File: config.mk
export PLATFORM = sky130hd
export DESIGN_NAME = fifo_queue_fwft
export DESIGN_NICKNAME = d
export VERILOG_FILES = /design/src/rtl/fifo_queue_fwft.sv
export SDC_FILE = /design/constraint.sdc
export NUM_CORES = 1
export LEC_CHECK = 0
export BUFFER_PORTS_ARGS = -buffer_cell sky130_fd_sc_hd__buf_2
export CAP_MARGIN = 30
export CELL_PAD_IN_SITES_DETAIL_PLACEMENT = 1
export CELL_PAD_IN_SITES_GLOBAL_PLACEMENT = 2
export CORE_MARGIN = 2
export CORE_UTILIZATION = 50
export CTS_CLUSTER_SIZE = 14
export DETAILED_ROUTE_END_ITERATION = 7
export PLACE_DENSITY = 0.8
export SLEW_MARGIN = 20
export SYNTH_ARGS = -nofsm -noshare
export SYNTH_HDL_FRONTEND = slang
export SYNTH_SLANG_ARGS = --single-unit
File: constraint.sdc
create_clock -name clk_in -period 9.73 [get_ports clk_in]
set_input_delay 0.973 -clock clk_in [delete_from_list [all_inputs] [get_ports clk_in]]
set_output_delay 0.973 -clock clk_in [all_outputs]
set_load 0.02 [all_outputs]
File: src/rtl/fifo_queue_fwft.sv
// Synchronous FIFO with an optional registered output stage.
// FWFT=1 presents the head entry directly; FWFT=0 adds one output register, which holds one extra word.
module fifo_queue_fwft #(
    parameter int DEPTH      = 16,
    parameter int PTR_WIDTH  = 4,
    parameter int DATA_WIDTH = 32,
    parameter int AF_THRESH  = 12,
    parameter int AE_THRESH  = 2,
    parameter int FWFT       = 1
) (
    input  logic                  clk_in,
    input  logic                  reset_in,
    input  logic                  flush_in,
    input  logic [DATA_WIDTH-1:0] push_data_in,
    input  logic                  push_valid_in,
    output logic                  push_ready_out,
    output logic [DATA_WIDTH-1:0] pop_data_out,
    output logic                  pop_valid_out,
    input  logic                  pop_ready_in,
    output logic                  is_full_out,
    output logic                  is_empty_out,
    output logic                  almost_full_out,
    output logic                  almost_empty_out,
    output logic [PTR_WIDTH:0]    count_out,
    output logic [PTR_WIDTH:0]    peak_count_out
);

    localparam logic [PTR_WIDTH:0]   C_DEPTH   = (PTR_WIDTH+1)'(DEPTH);
    localparam logic [PTR_WIDTH:0]   C_AF      = (PTR_WIDTH+1)'(AF_THRESH);
    localparam logic [PTR_WIDTH:0]   C_AE      = (PTR_WIDTH+1)'(AE_THRESH);
    localparam logic [PTR_WIDTH:0]   C_CNT_ONE = (PTR_WIDTH+1)'(1);
    localparam logic [PTR_WIDTH-1:0] C_PTR_ONE = (PTR_WIDTH)'(1);

    logic [DATA_WIDTH-1:0] r_mem [DEPTH];
    logic [PTR_WIDTH-1:0]  r_rdPtr;
    logic [PTR_WIDTH-1:0]  r_wrPtr;
    logic [PTR_WIDTH:0]    r_count;
    logic [PTR_WIDTH:0]    r_peak;

    logic                  w_push;
    logic                  w_pop;
    logic                  w_deq;
    logic                  w_popValid;
    logic                  w_countEmpty;
    logic [DATA_WIDTH-1:0] w_headData;
    logic [PTR_WIDTH:0]    w_countNext;
    logic [PTR_WIDTH:0]    w_peakNext;

    // A full FIFO refuses pushes even when a pop frees a slot in the same cycle.
    assign push_ready_out = ~flush_in & (r_count != C_DEPTH);
    assign w_push         = push_valid_in & push_ready_out;
    assign w_pop          = w_popValid & pop_ready_in;
    assign w_countEmpty   = (r_count == '0);

    generate
        if (FWFT != 0) begin : g_fwft
            assign w_popValid = ~flush_in & ~w_countEmpty;
            assign w_deq      = w_pop;
            assign w_headData = r_mem[r_rdPtr];
        end else begin : g_regOut
            logic                  r_outValid;
            logic [DATA_WIDTH-1:0] r_outData;

            // The stage refills from storage whenever it is empty or being drained.
            assign w_deq = ~flush_in & ~w_countEmpty & (~r_outValid | w_pop);

            always_ff @(posedge clk_in or posedge reset_in) begin
                if (reset_in) begin
                    r_outValid <= 1'b0;
                    r_outData  <= '0;
                end else if (flush_in) begin
                    r_outValid <= 1'b0;
                end else if (w_deq) begin
                    r_outValid <= 1'b1;
                    r_outData  <= r_mem[r_rdPtr];
                end else if (w_pop) begin
                    r_outValid <= 1'b0;
                end
            end

            assign w_popValid = r_outValid & ~flush_in;
            assign w_headData = r_outData;
        end
    endgenerate

    assign pop_valid_out = w_popValid;
    assign pop_data_out  = w_popValid ? w_headData : '0;

    always_comb begin
        w_countNext = r_count;
        if (flush_in) begin
            w_countNext = '0;
        end else if (w_push & ~w_deq) begin
            w_countNext = r_count + C_CNT_ONE;
        end else if (~w_push & w_deq) begin
            w_countNext = r_count - C_CNT_ONE;
        end
    end

    always_comb begin
        w_peakNext = r_peak;
        if (flush_in) begin
            w_peakNext = '0;
        end else if (w_countNext > r_peak) begin
            w_peakNext = w_countNext;
        end
    end

    always_ff @(posedge clk_in or posedge reset_in) begin
        if (reset_in) begin
            r_rdPtr <= '0;
            r_wrPtr <= '0;
            r_count <= '0;
            r_peak  <= '0;
        end else begin
            r_count <= w_countNext;
            r_peak  <= w_peakNext;
            if (flush_in) begin
                r_rdPtr <= '0;
                r_wrPtr <= '0;
            end else begin
                if (w_push) begin
                    r_wrPtr <= r_wrPtr + C_PTR_ONE;
                end
                if (w_deq) begin
                    r_rdPtr <= r_rdPtr + C_PTR_ONE;
                end
            end
        end
    end

    // Storage is deliberately left out of reset; the pointers and count define validity.
    always_ff @(posedge clk_in) begin
        if (w_push) begin
            r_mem[r_wrPtr] <= push_data_in;
        end
    end

    assign count_out        = r_count;
    assign peak_count_out   = r_peak;
    assign is_full_out      = (r_count == C_DEPTH);
    assign is_empty_out     = w_countEmpty;
    assign almost_full_out  = (r_count >= C_AF);
    assign almost_empty_out = (r_count <= C_AE);

endmodule

Yosys cells after proc, flatten, opt, wreduce, memory -nomap -nowiden
Memories as Yosys holds them, arrays and structs flattened.
Index checks and enable logic that the tools add are counted.
- register bits after elaboration: 18
- RAM bits: 512
- output and inout port bits: 48
- word-level logic and storage cells: 40
- memories: 1
- memories (memory ; words ; bits a word ; rd ports ; clocked after memory_dff ; write ports ; line ; text):
    r_mem ; 16 ; 32 ; 1 ; 0 ; 1 ; 34 ; logic [DATA_WIDTH-1:0] r_mem [DEPTH];
- add/subtract/negate cells: 4
- $lt $le $gt $ge: 3
- eq/ne operators: 2
- muxes and demuxes: 12
- bitwise operators: 10
- reduce and logical (&&, ||, !) cells: 4
- operator list (operator ; number):
    2-to-1 mux 32 bit ; 1
    2-to-1 mux 5 bit ; 5
    2-to-1 mux 4 bit ; 4
    adder 4 x 1 -> 4 bit (second input constant) ; 2
    bitwise AND 1 bit ; 6
    nonzero test 2 bit ; 3
    adder 5 x 1 -> 5 bit (second input constant) ; 1
    == test 5 bit (second input constant) ; 1
    >= comparator 5 x 4 -> 1 bit (second input constant) ; 1
    greater-than comparator 5 bit ; 1
    less-or-equal comparator 5 x 2 -> 1 bit (second input constant) ; 1
    zero test 5 bit ; 1
    inequality test 5 bit (second input constant) ; 1
    subtractor 5 x 1 -> 5 bit (second input constant) ; 1
    inverter 1 bit ; 4
    2-to-1 mux 1 bit ; 2

Logic depth before layout (Yosys ltp)
Gate-level depths: netlist (run 1).
- word-level depth: 11
- gate-level depth with buffers: 14

Least setup slack after synthesis (run 1)
OpenSTA, ideal clock, no wires.
- kind: flip-flop to flip-flop
- from: reg r_count[0], in the netlist count_out[0]
- to: mem r_mem[12][0], enable pin
- setup time: 0.421 ns
- arrival: 3.178 ns
- required time: 9.309 ns
- slack: 6.131 ns
- stages on the path, launching flop included: 9
- buffers on the path: 1
- period minus slack after synthesis: 3.599 ns
- cells stage by stage: dfrtp_1 -> inv_1 -> ha_1 -> and4bb_2 -> nand2b_1 -> clkbuf_1 -> nor2_1 -> nand3_1 -> nor2_1
- cells in the longest elaborated chain, start to end: 5
- RTL lines (element ; line ; text):
    start, declared ; 37 ; logic [PTR_WIDTH:0] r_count;
    start signal, assigned ; 116 ; r_count <= w_countNext;
    inequality test 5 bit ; 50 ; assign push_ready_out = ~flush_in & (r_count != C_DEPTH);
    bitwise AND 1 bit ; 50 ;
    bitwise AND 1 bit ; 51 ; assign w_push = push_valid_in & push_ready_out;
    2-to-1 mux 1 bit ; 134 ; if (w_push) begin
    2-to-1 mux 1 bit (implied by the code) ; 135 ; r_mem[r_wrPtr] <= push_data_in;
    end, declared ; 34 ;
Every way passes these cells.

Worst setup path in the final report (run 1)
- from: reg r_rdPtr[0]
- to: out pop_data_out[12]
- cells in the longest elaborated chain, start to end: 2
- RTL lines (element ; line ; text):
    start, declared ; 35 ; logic [PTR_WIDTH-1:0] r_rdPtr;
    start signal, assigned ; 126 ; r_rdPtr <= r_rdPtr + C_PTR_ONE;
    memory (16 x 32 bit) ; n/a ;
    2-to-1 mux 32 bit ; 87 ; assign pop_data_out = w_popValid ? w_headData : '0;
    end, declared ; 17 ; output logic [DATA_WIDTH-1:0] pop_data_out,
Every way passes these cells.

==> results.sh, run 1 <==
export IMPL_drt_wl_total_mm=46.0
export IMPL_cts_buffers=53
export IMPL_post_drt_wl_per_cell_um=29.1
export IMPL_synth_flop_cell="edfxtp_1"
export IMPL_max_freq_ghz=0.196
export IMPL_cts_resized=0
export IMPL_synth_area_per_cell_um2=23.3
export IMPL_grt_max_degree=55
export IMPL_grt_pass1_wl_mm=68.4
export IMPL_hold_buffers=0
export IMPL_arrival_ns=4.14
export IMPL_path_delay_family="buffers and inverters"
export IMPL_gp_congestion=0.709
export IMPL_critical_path_buf_inv_count=3
export IMPL_grt_usage_pct=21.9
export IMPL_ys_ff_latch=530
export IMPL_grt_pass1_vias=10400
export IMPL_irDropWorstVdd_mv=0.141
export IMPL_clock_skew_ns=0.0163
export IMPL_grt_setup_unrepaired="false"
export IMPL_drt_first_pass_iters=5
export IMPL_final_min_clock_period_ns=5.11
export IMPL_synth_edff_count=512
export IMPL_cp_end_kind="primary output"
export IMPL_cp_data_required_time_ns=8.76
export IMPL_crit_slowest_cell="dfrtp_4"
export IMPL_viasPerCell=6.02
export IMPL_fillers=3474
export IMPL_synth_distinct_cells=41
export IMPL_placed_area_um2=21800
export IMPL_syn_num_nets=940
export IMPL_core_area_um2=40900
export IMPL_hp_class="in2async"
export IMPL_antenna_left=0
export IMPL_fin_area_um2=23500
export IMPL_cts_root_buf="clkbuf_16"
export IMPL_critPathMaxStageDelay_ns=0.76
export IMPL_antenna_found_initial=4
export IMPL_die_h_um=208
export IMPL_drtIter0Drc=783
export IMPL_critPathMaxFanout=38
export IMPL_cp_start_kind="flip-flop"
export IMPL_setup_viol=0
export IMPL_fin_nets=1058
export IMPL_globalRouteOverflowTotal=0
export IMPL_drive_gt1_share_pct=35.0
export IMPL_cts_tree="done"
export IMPL_powerDensity_nw_per_um2=235
export IMPL_netlist_area_um2=20700
export IMPL_die_w_um=208
export IMPL_instances_no_fill=1582
export IMPL_dp_cells=1485
export IMPL_period_share_pct=52.5
export IMPL_final_common_cell="edfxtp_1"
export IMPL_route_detailed_drc=0
export IMPL_clk_latency_ns=0.59
export IMPL_leakagePower_uw=0.00747
export IMPL_rows=74
export IMPL_synth_seq_area_share_pct=76.3
export IMPL_finalHoldViolations=0
export IMPL_die_area_um2=43100
export IMPL_multiInputGateArea_um2=4650
export IMPL_worst_pin_slew_ns=0.893
export IMPL_worst_slack_ns=4.62
export IMPL_htree_levels=2
export IMPL_synth_cells=890
export IMPL_dp_slack_ns=5.09
export IMPL_fin_util_pct=57.4
export IMPL_maxCapViolCount=0
export IMPL_ios=85
export IMPL_clk_pin_slew_worst_paths_ns=0.06
export IMPL_outcome="finished, final reports clean"
export IMPL_area_growth_pct=13.2
export IMPL_synth_yosys_warnings=0
export IMPL_register_area_um2=15800
export IMPL_cts_setup_buffers=0
export IMPL_vias=9519
export IMPL_numPortBuffers=84
export IMPL_layout_common_cells="edfxtp_1 (512), mux4_2 (160), buf_2 (84)"
export IMPL_async_reset_ff_share_pct=3.40
export IMPL_relSlewSlack_pct=40.5
export IMPL_crit_type="reg2out"
export IMPL_slew_violations=0
export IMPL_cts_sinks=530
export IMPL_hpwlAfterDp_mm=24.7
export IMPL_start_util_pct=50.7
export IMPL_tns_ns=0
export IMPL_path_cells="buf_4 -> buf_4 -> mux4_2 -> mux4_2 -> and2_1 -> buf_2"
export IMPL_clk_path_buf_depth=3
registers in the layout, indices dropped and copies added, names as in the netlist:
signal	flops
peak_count_out	5
r_rdPtr	4
r_wrPtr	4
count_out	5
r_mem	512
worst register-to-register path, cell delays in order, from the launching register on:
cell      delay (ns)
dfrtp_1         0.52
inv_1           0.11
ha_1            0.24
and4bb_2        0.29
nand2b_1        0.39
nor4b_1         0.68
and2_2          0.48
buf_4           0.55
per-stage QoR:
stage               hold slack [ns]  total power, uW
floorplan                     0.563             3400
finish                        0.510             5520
CTS                           0.533             5580
global placement              0.515             3610
global route                  0.557             5720
detailed placement            0.530             3630
cell usage after synthesis (4+ instances only):
cell type / instances / area, um2
and2_1: 46 / 288
a21oi_1: 4 / 20.0
buf_2: 5 / 25.0
nand2b_1: 5 / 31.3
nor2_1: 24 / 90.1
xnor2_1: 6 / 52.6
buf_6: 12 / 135
buf_1: 9 / 33.8
ha_1: 13 / 163
clkbuf_1: 19 / 71.3
mux4_2: 160 / 3600
dfrtp_1: 18 / 450
edfxtp_1: 512 / 15400
xor2_1: 4 / 35.0
inv_1: 16 / 60.1
area by class of cell:
class / count / share of cell area (%)
inverters: 16 / 0.256
clock buffers: 72 / 6.26
flip-flops and latches: 530 / 67.4
diodes: 1 / 0.0107
well taps: 532 / 2.83
multi-input cells: 299 / 19.8
repair buffers: 108 / 2.56
clock inverters: 24 / 0.858
power breakdown:
group          internal (uW)  switching (uW)  total, uW
sequential              2540            57.6       2600
clock                   1130             829       1960
combinational            485             475        960
path summary, 6_finish.rpt:
kind	cells after the start	from	to	slack (ns)
max	6	r_rdPtr[0]	pop_data_out[12]	4.62
min	2	reset_in	peak_count_out[3]	0.51
max in group asynchronous	2	reset_in	r_rdPtr[0]	8.66
min in group clk_in	1	peak_count_out[4]	peak_count_out[4]	0.54
max reg2reg	7	count_out[0]	r_mem[8][14]	6.08
min reg2reg	1	peak_count_out[4]	peak_count_out[4]	0.54
metal layers:
metal | up-vias | share of wire [%] | track usage (%)
met4 | 4 | 2.7 | 6.68
met1 | 5127 | 42 | 30.9
li1 | 3974 | - | -
met5 | - | 0.048 | 0
met3 | 94 | 5.5 | 3.72
met2 | 320 | 50 | 35.5
logic make-up after synthesis:
logic type	after synthesis	synth area share (%)
AO/OA/AOI/OAI	22	0.917
XOR/XNOR	10	0.422
adder cells (fa/ha/maj)	13	0.784
buffers and inverters	61	1.57
flip-flops	530	76.3
multiplexers	162	17.5
AND/OR/NAND/NOR	92	2.56
Note: power is estimated with default switching activity, not from simulation.
==> run 2: changes to the inputs <==
CORE_UTILIZATION = 49   (was 50)
PLACE_DENSITY = 0.78   (was 0.8)
clock period = 4.81 ns   (was 9.73 ns; I/O delays follow)
==> run 2 against run 1 <==
Against the previous run:
- count of clock-buffer cells in the layout down 5
- critical path depth down 1
- sequential share of layout area down 0.59 points
- via count down 2.1%
- utilization down 0.78 points
- critical endpoint is now pop_data_out[4]
==> results.sh, run 2 (synthesized netlist as in run 1, its figures left out) <==
export IMPL_outcome="finished, final reports clean"
export IMPL_die_area_um2=44000
export IMPL_reg2reg_to="peak_count_out[1]"
export IMPL_arrival_ns=3.26
export IMPL_dp_cells=1487
export IMPL_fin_nets=1059
export IMPL_antenna_found_initial=1
export IMPL_finalHoldViolations=0
export IMPL_cts_root_buf="clkbuf_16"
export IMPL_cp_data_required_time_ns=4.33
export IMPL_die_h_um=210
export IMPL_final_common_cell="edfxtp_1"
export IMPL_ios=85
export IMPL_crit_type="reg2out"
export IMPL_core_area_um2=41900
export IMPL_grt_pass1_vias=10200
export IMPL_clock_skew_ns=0.0183
export IMPL_top_register="r_mem"
export IMPL_clk_latency_ns=0.58
export IMPL_largest_reg_flops=512
export IMPL_switchingPower_uw=2760
export IMPL_final_min_clock_period_ns=3.74
export IMPL_post_drt_wl_per_cell_um=27.1
export IMPL_area_growth_pct=14.2
export IMPL_internal_power_uw=8290
export IMPL_rows=75
export IMPL_irDropWorstVdd_mv=0.267
export IMPL_cts_buffers=53
export IMPL_cts_tree="done"
export IMPL_rr_startpoint="count_out[0]"
export IMPL_numPortBuffers=84
export IMPL_p_sw_share_pct=25.0
export IMPL_worst_pin_slew_ns=0.913
export IMPL_route_detailed_drc=0
export IMPL_setup_viol=0
export IMPL_viasPerCell=5.87
export IMPL_clock_power_share_pct=33.8
export IMPL_fin_util_pct=56.6
export IMPL_max_freq_ghz=0.267
export IMPL_antenna_left=0
export IMPL_cts_resized=0
export IMPL_cp_end_kind="primary output"
export IMPL_clk_pin_slew_worst_paths_ns=0.06
export IMPL_hp_class="in2async"
export IMPL_powerDensity_nw_per_um2=466
export IMPL_cp_start_kind="flip-flop"
export IMPL_die_w_um=210
export IMPL_hold_buffers=0
export IMPL_p_comb_share_pct=18.8
export IMPL_instances_no_fill=1588
export IMPL_grt_max_degree=69
export IMPL_htree_levels=2
export IMPL_placed_area_um2=22000
export IMPL_grt_pass1_wl_mm=65.0
export IMPL_grt_setup_unrepaired="false"
export IMPL_ff2ff_path_depth=13
export IMPL_fin_area_um2=23700
export IMPL_period_share_pct=77.8
export IMPL_slew_violations=0
export IMPL_vias=9321
export IMPL_gp_congestion=0.741
export IMPL_drt_wl_total_mm=43.0
export IMPL_critPathMaxFanout=37
export IMPL_relSlewSlack_pct=39.0
export IMPL_hpwlAfterDp_mm=25.9
export IMPL_p_seq_share_pct=47.4
export IMPL_globalRouteOverflowTotal=0
export IMPL_clk_path_buf_depth=3
export IMPL_maxCapViolCount=0
export IMPL_leakagePower_uw=0.00751
export IMPL_fin_total_pwr_uw=11000
export IMPL_cts_sinks=530
export IMPL_grt_usage_pct=20.2
export IMPL_fillers=3539
export IMPL_start_util_pct=49.6
export IMPL_layout_common_cells="edfxtp_1 (512), mux4_2 (160), buf_2 (84)"
export IMPL_tns_ns=0
export IMPL_drt_first_pass_iters=5
export IMPL_drtIter0Drc=777
export IMPL_reg2reg_slack_ns=1.17
export IMPL_drive_gt1_share_pct=34.3
export IMPL_cts_setup_buffers=0
==> run 2: cell types whose count changed in the layout (fill, tap and decap cells not counted), moves of 3 or more <==
cell	delta
clkinv_1	+7
buf_16	+9
clkbuf_8	-3
buf_12	+11
buf_4	-19
==> run 2: critical path, cell delays in order, from the launching register on <==
cell and delay, ns:
dfrtp_4 0.81, buf_12 0.36, mux4_2 0.64, mux4_2 0.50, and2_1 0.18, buf_2 0.15
==> run 2: through the flow <==
step,worst slack (ns),hold WS [ns]
6_report,1.07,0.0213
5_1_grt,0.852,0.0650
4_1_cts,0.979,0.0127
3_5_place_dp,1.24,0.512
3_3_place_gp,1.32,0.515
2_1_floorplan,1.21,0.420
==> run 2: power by group through the flow <==
stage	sequential, uW	combinational [uW]	clock, uW
finish	5240	2080	3730
global route	5250	2240	3980
CTS	5240	2110	3810
detailed placement	5340	2090	0
global placement	5340	2050	0
floorplan	5280	1590	0
==> run 2: area by class of cell <==
cell class	instances	area [um2]	share of cell area (%)
Antenna cell	1	2.50	0.0106
Clock buffer	67	1380	5.82
Clock inverter	27	166	0.702
Inverter	16	60.1	0.254
Multi-Input combinational cell	299	4650	19.6
Sequential cell	530	15800	66.8
Tap cell	539	674	2.85
Timing Repair Buffer	109	926	3.91
==> run 2: how the worst max path moves through the flow <==
| stage | from | endpoint | cells after the start |
|---|---|---|---|
| 2_1_floorplan | count_out[0] | r_mem[12][0] | 8 |
| 3_3_place_gp | count_out[0] | peak_count_out[1] | 13 |
| 5_1_grt | count_out[0] | peak_count_out[2] | 13 |
| 3_5_place_dp | count_out[0] | peak_count_out[1] | 13 |
| 4_1_cts | r_rdPtr[0] | pop_data_out[4] | 5 |
| 6_report | r_rdPtr[0] | pop_data_out[4] | 5 |
==> run 2: per-layer routing <==
layer | GRT usage [%] | up-vias | wire, um
li1 | - | 3982 | -
met1 | 28.6 | 5019 | 18600
met2 | 32.6 | 261 | 21600
met3 | 3.91 | 59 | 1920
met4 | 5.38 | 0 | 896
met5 | 0 | - | 0
==> run 3: changes to the inputs <==
clock period = 3.7 ns   (was 4.81 ns; I/O delays follow)
==> run 3 against run 2 <==
Against the previous run:
- highest routed layer is now met5
- clock skew fell by 0.0060 ns
- sequential power rose by 29%
- sequential share of layout area fell by 0.40 points
- global-route usage rose by 1.4 points
- flip-flop and latch count did not move
- design area rose by 0.60%
- utilization rose by 0.34 points
- wire length rose by 7.2%
- largest cell class unchanged
- clock power rose by 34%
- total power rose by 31%
==> results.sh, run 3 (synthesized netlist as in run 1, its figures left out) <==
export IMPL_outcome="finished, final reports clean"
export IMPL_grt_pass1_wl_mm=68.6
export IMPL_post_drt_wl_per_cell_um=28.7
export IMPL_die_h_um=210
export IMPL_worst_slack_ns=0.269
export IMPL_cts_tree="done"
export IMPL_gp_congestion=0.744
export IMPL_arrival_ns=3.92
export IMPL_hold_path_end="r_mem[14][21]"
export IMPL_rows=75
export IMPL_drt_first_pass_iters=5
export IMPL_cp_end_kind="flip-flop"
export IMPL_grt_usage_pct=21.6
export IMPL_fillers=3531
export IMPL_powerDensity_nw_per_um2=609
export IMPL_leakagePower_uw=0.00761
export IMPL_globalRouteOverflowTotal=0
export IMPL_grt_pass1_vias=10400
export IMPL_critPathMaxStageDelay_ns=0.51
export IMPL_path_cells="inv_1 -> ha_1 -> or4b_4 -> a2111oi_4 -> nor2_1 -> o32ai_1 -> and2_1 -> ha_1 -> and4_1 -> a21oi_1 -> o31ai_2 -> and2_1 -> a22o_1"
export IMPL_route_detailed_drc=0
export IMPL_min_path_cells=1
export IMPL_cts_root_buf="clkbuf_16"
export IMPL_top_register="r_mem"
export IMPL_ios=85
export IMPL_die_area_um2=44000
export IMPL_clock_skew_ns=0.0123
export IMPL_drt_wl_total_mm=46.1
export IMPL_antenna_found_initial=2
export IMPL_tns_ns=0
export IMPL_diodes=0
export IMPL_clk_latency_ns=0.60
export IMPL_cp_start_kind="flip-flop"
export IMPL_hp_class="in2reg"
export IMPL_critPathMaxFanout=8
export IMPL_drive_gt1_share_pct=35.7
export IMPL_dp_slack_ns=0.144
export IMPL_vias=9588
export IMPL_largest_reg_flops=512
export IMPL_irDropWorstVdd_mv=0.365
export IMPL_max_freq_ghz=0.291
export IMPL_area_growth_pct=14.9
export IMPL_worst_pin_slew_ns=0.772
export IMPL_rr_startpoint="count_out[1]"
export IMPL_setup_viol=0
export IMPL_setup_worst_path_start="count_out[1]"
export IMPL_slew_violations=0
export IMPL_die_w_um=210
export IMPL_viasPerCell=5.96
export IMPL_register_area_um2=15800
export IMPL_grt_setup_unrepaired="false"
export IMPL_ff2ff_path_depth=13
export IMPL_final_min_clock_period_ns=3.43
export IMPL_cts_buffers=53
export IMPL_final_common_cell="edfxtp_1"
export IMPL_antenna_left=0
export IMPL_core_area_um2=41900
export IMPL_cts_sinks=530
export IMPL_start_util_pct=49.6
export IMPL_finalHoldViolations=0
export IMPL_drtIter0Drc=858
export IMPL_period_share_pct=92.7
export IMPL_fin_nets=1080
export IMPL_multiInputGateArea_um2=4660
export IMPL_reg2reg_slack_ns=0.27
export IMPL_cp_data_required_time_ns=4.19
export IMPL_layout_common_cells="edfxtp_1 (512), mux4_2 (160), buf_2 (84)"
export IMPL_relSlewSlack_pct=48.6
export IMPL_numPortBuffers=84
export IMPL_reg2reg_to="peak_count_out[1]"
export IMPL_grt_max_degree=51
export IMPL_clk_path_buf_depth=3
export IMPL_crit_type="reg2reg"
export IMPL_hp_start="push_data_in[21]"
export IMPL_htree_levels=2
export IMPL_maxCapViolCount=0
export IMPL_clk_pin_slew_worst_paths_ns=0.06
export IMPL_crit_slowest_cell="or4b_4"
export IMPL_hpwlAfterDp_mm=27.3
-- run 3: cell count changes in the layout (fill, tap and decap cells not counted), sizes merged --
cell | previous run | this run
buf | 109 | 129
clkbuf | 67 | 69
clkinv | 25 | 22
clkinvlp | 0 | 1
diode | 1 | 0
dlygate4sd3 | 0 | 1
inv | 16 | 17
-- run 3: worst max-delay path: cells and delay by family, from the launching register on --
| kind | cells | cell delay, ns |
|---|---|---|
| compound gates | 5 | 1.14 |
| fa+ha+maj | 2 | 0.41 |
| buf+inv | 1 | 0.11 |
| flops | 1 | 0.46 |
| simple gates | 5 | 1.21 |
-- run 3: power breakdown --
part	total, uW	leakage (uW)	internal [uW]	switching (uW)
clock	5010	0.000778	2810	2190
sequential	6780	0.00485	6670	107
combinational	2720	0.00198	1380	1350
total	14500	0.00761	10900	3640
-- run 3: how the worst max path moves through the flow --
stage | to | slack, ns | cells past startpoint
detailed placement | peak_count_out[1] | 0.14 | 13
CTS | peak_count_out[1] | 0.13 | 13
global route | peak_count_out[1] | 0.03 | 13
global placement | peak_count_out[1] | 0.22 | 13
floorplan | r_mem[12][0] | 0.10 | 8
finish | peak_count_out[1] | 0.27 | 13
-- run 3: what timing repair did --
action | 4_1_cts | 5_1_grt
setup buffers | 0 | 0
endpoints found under the hold margin | 18 | 0
endpoints found under the setup margin | 0 | 5
resized for setup | 0 | 3
hold buffers | 1 | 0
-- run 3: stage by stage --
step                area, um2  power, uW  util, %  instances  hold WS, ns
detailed placement      22200       9680     53.1       1513        0.510
floorplan               20700       8930        -        890        0.309
CTS                     23800      14700     56.9       1609        0.114
global placement        22200       9620     53.0       1512        0.504
finish                  23800      14500     56.9       1609        0.151
global route            23800      15000     56.9       1609        0.133
-- run 3: per-layer routing --
layer  GRT usage [%]  up-vias  share of wire, %
li1                -     4026                 -
met1            30.7     5195                43
met2            35.3      285                50
met3            3.56       78               4.7
met4            5.89        4               2.2
met5               0        -             0.061
-- run 3: cell type report --
cell class                 count  share of cell area [%]
clock buffer                  69                    5.91
clock inverter                26                   0.819
inverter                      16                   0.252
multi-input combinational    299                    19.6
sequential                   530                    66.4
tap                          539                    2.83
timing repair buffer         130                    4.20
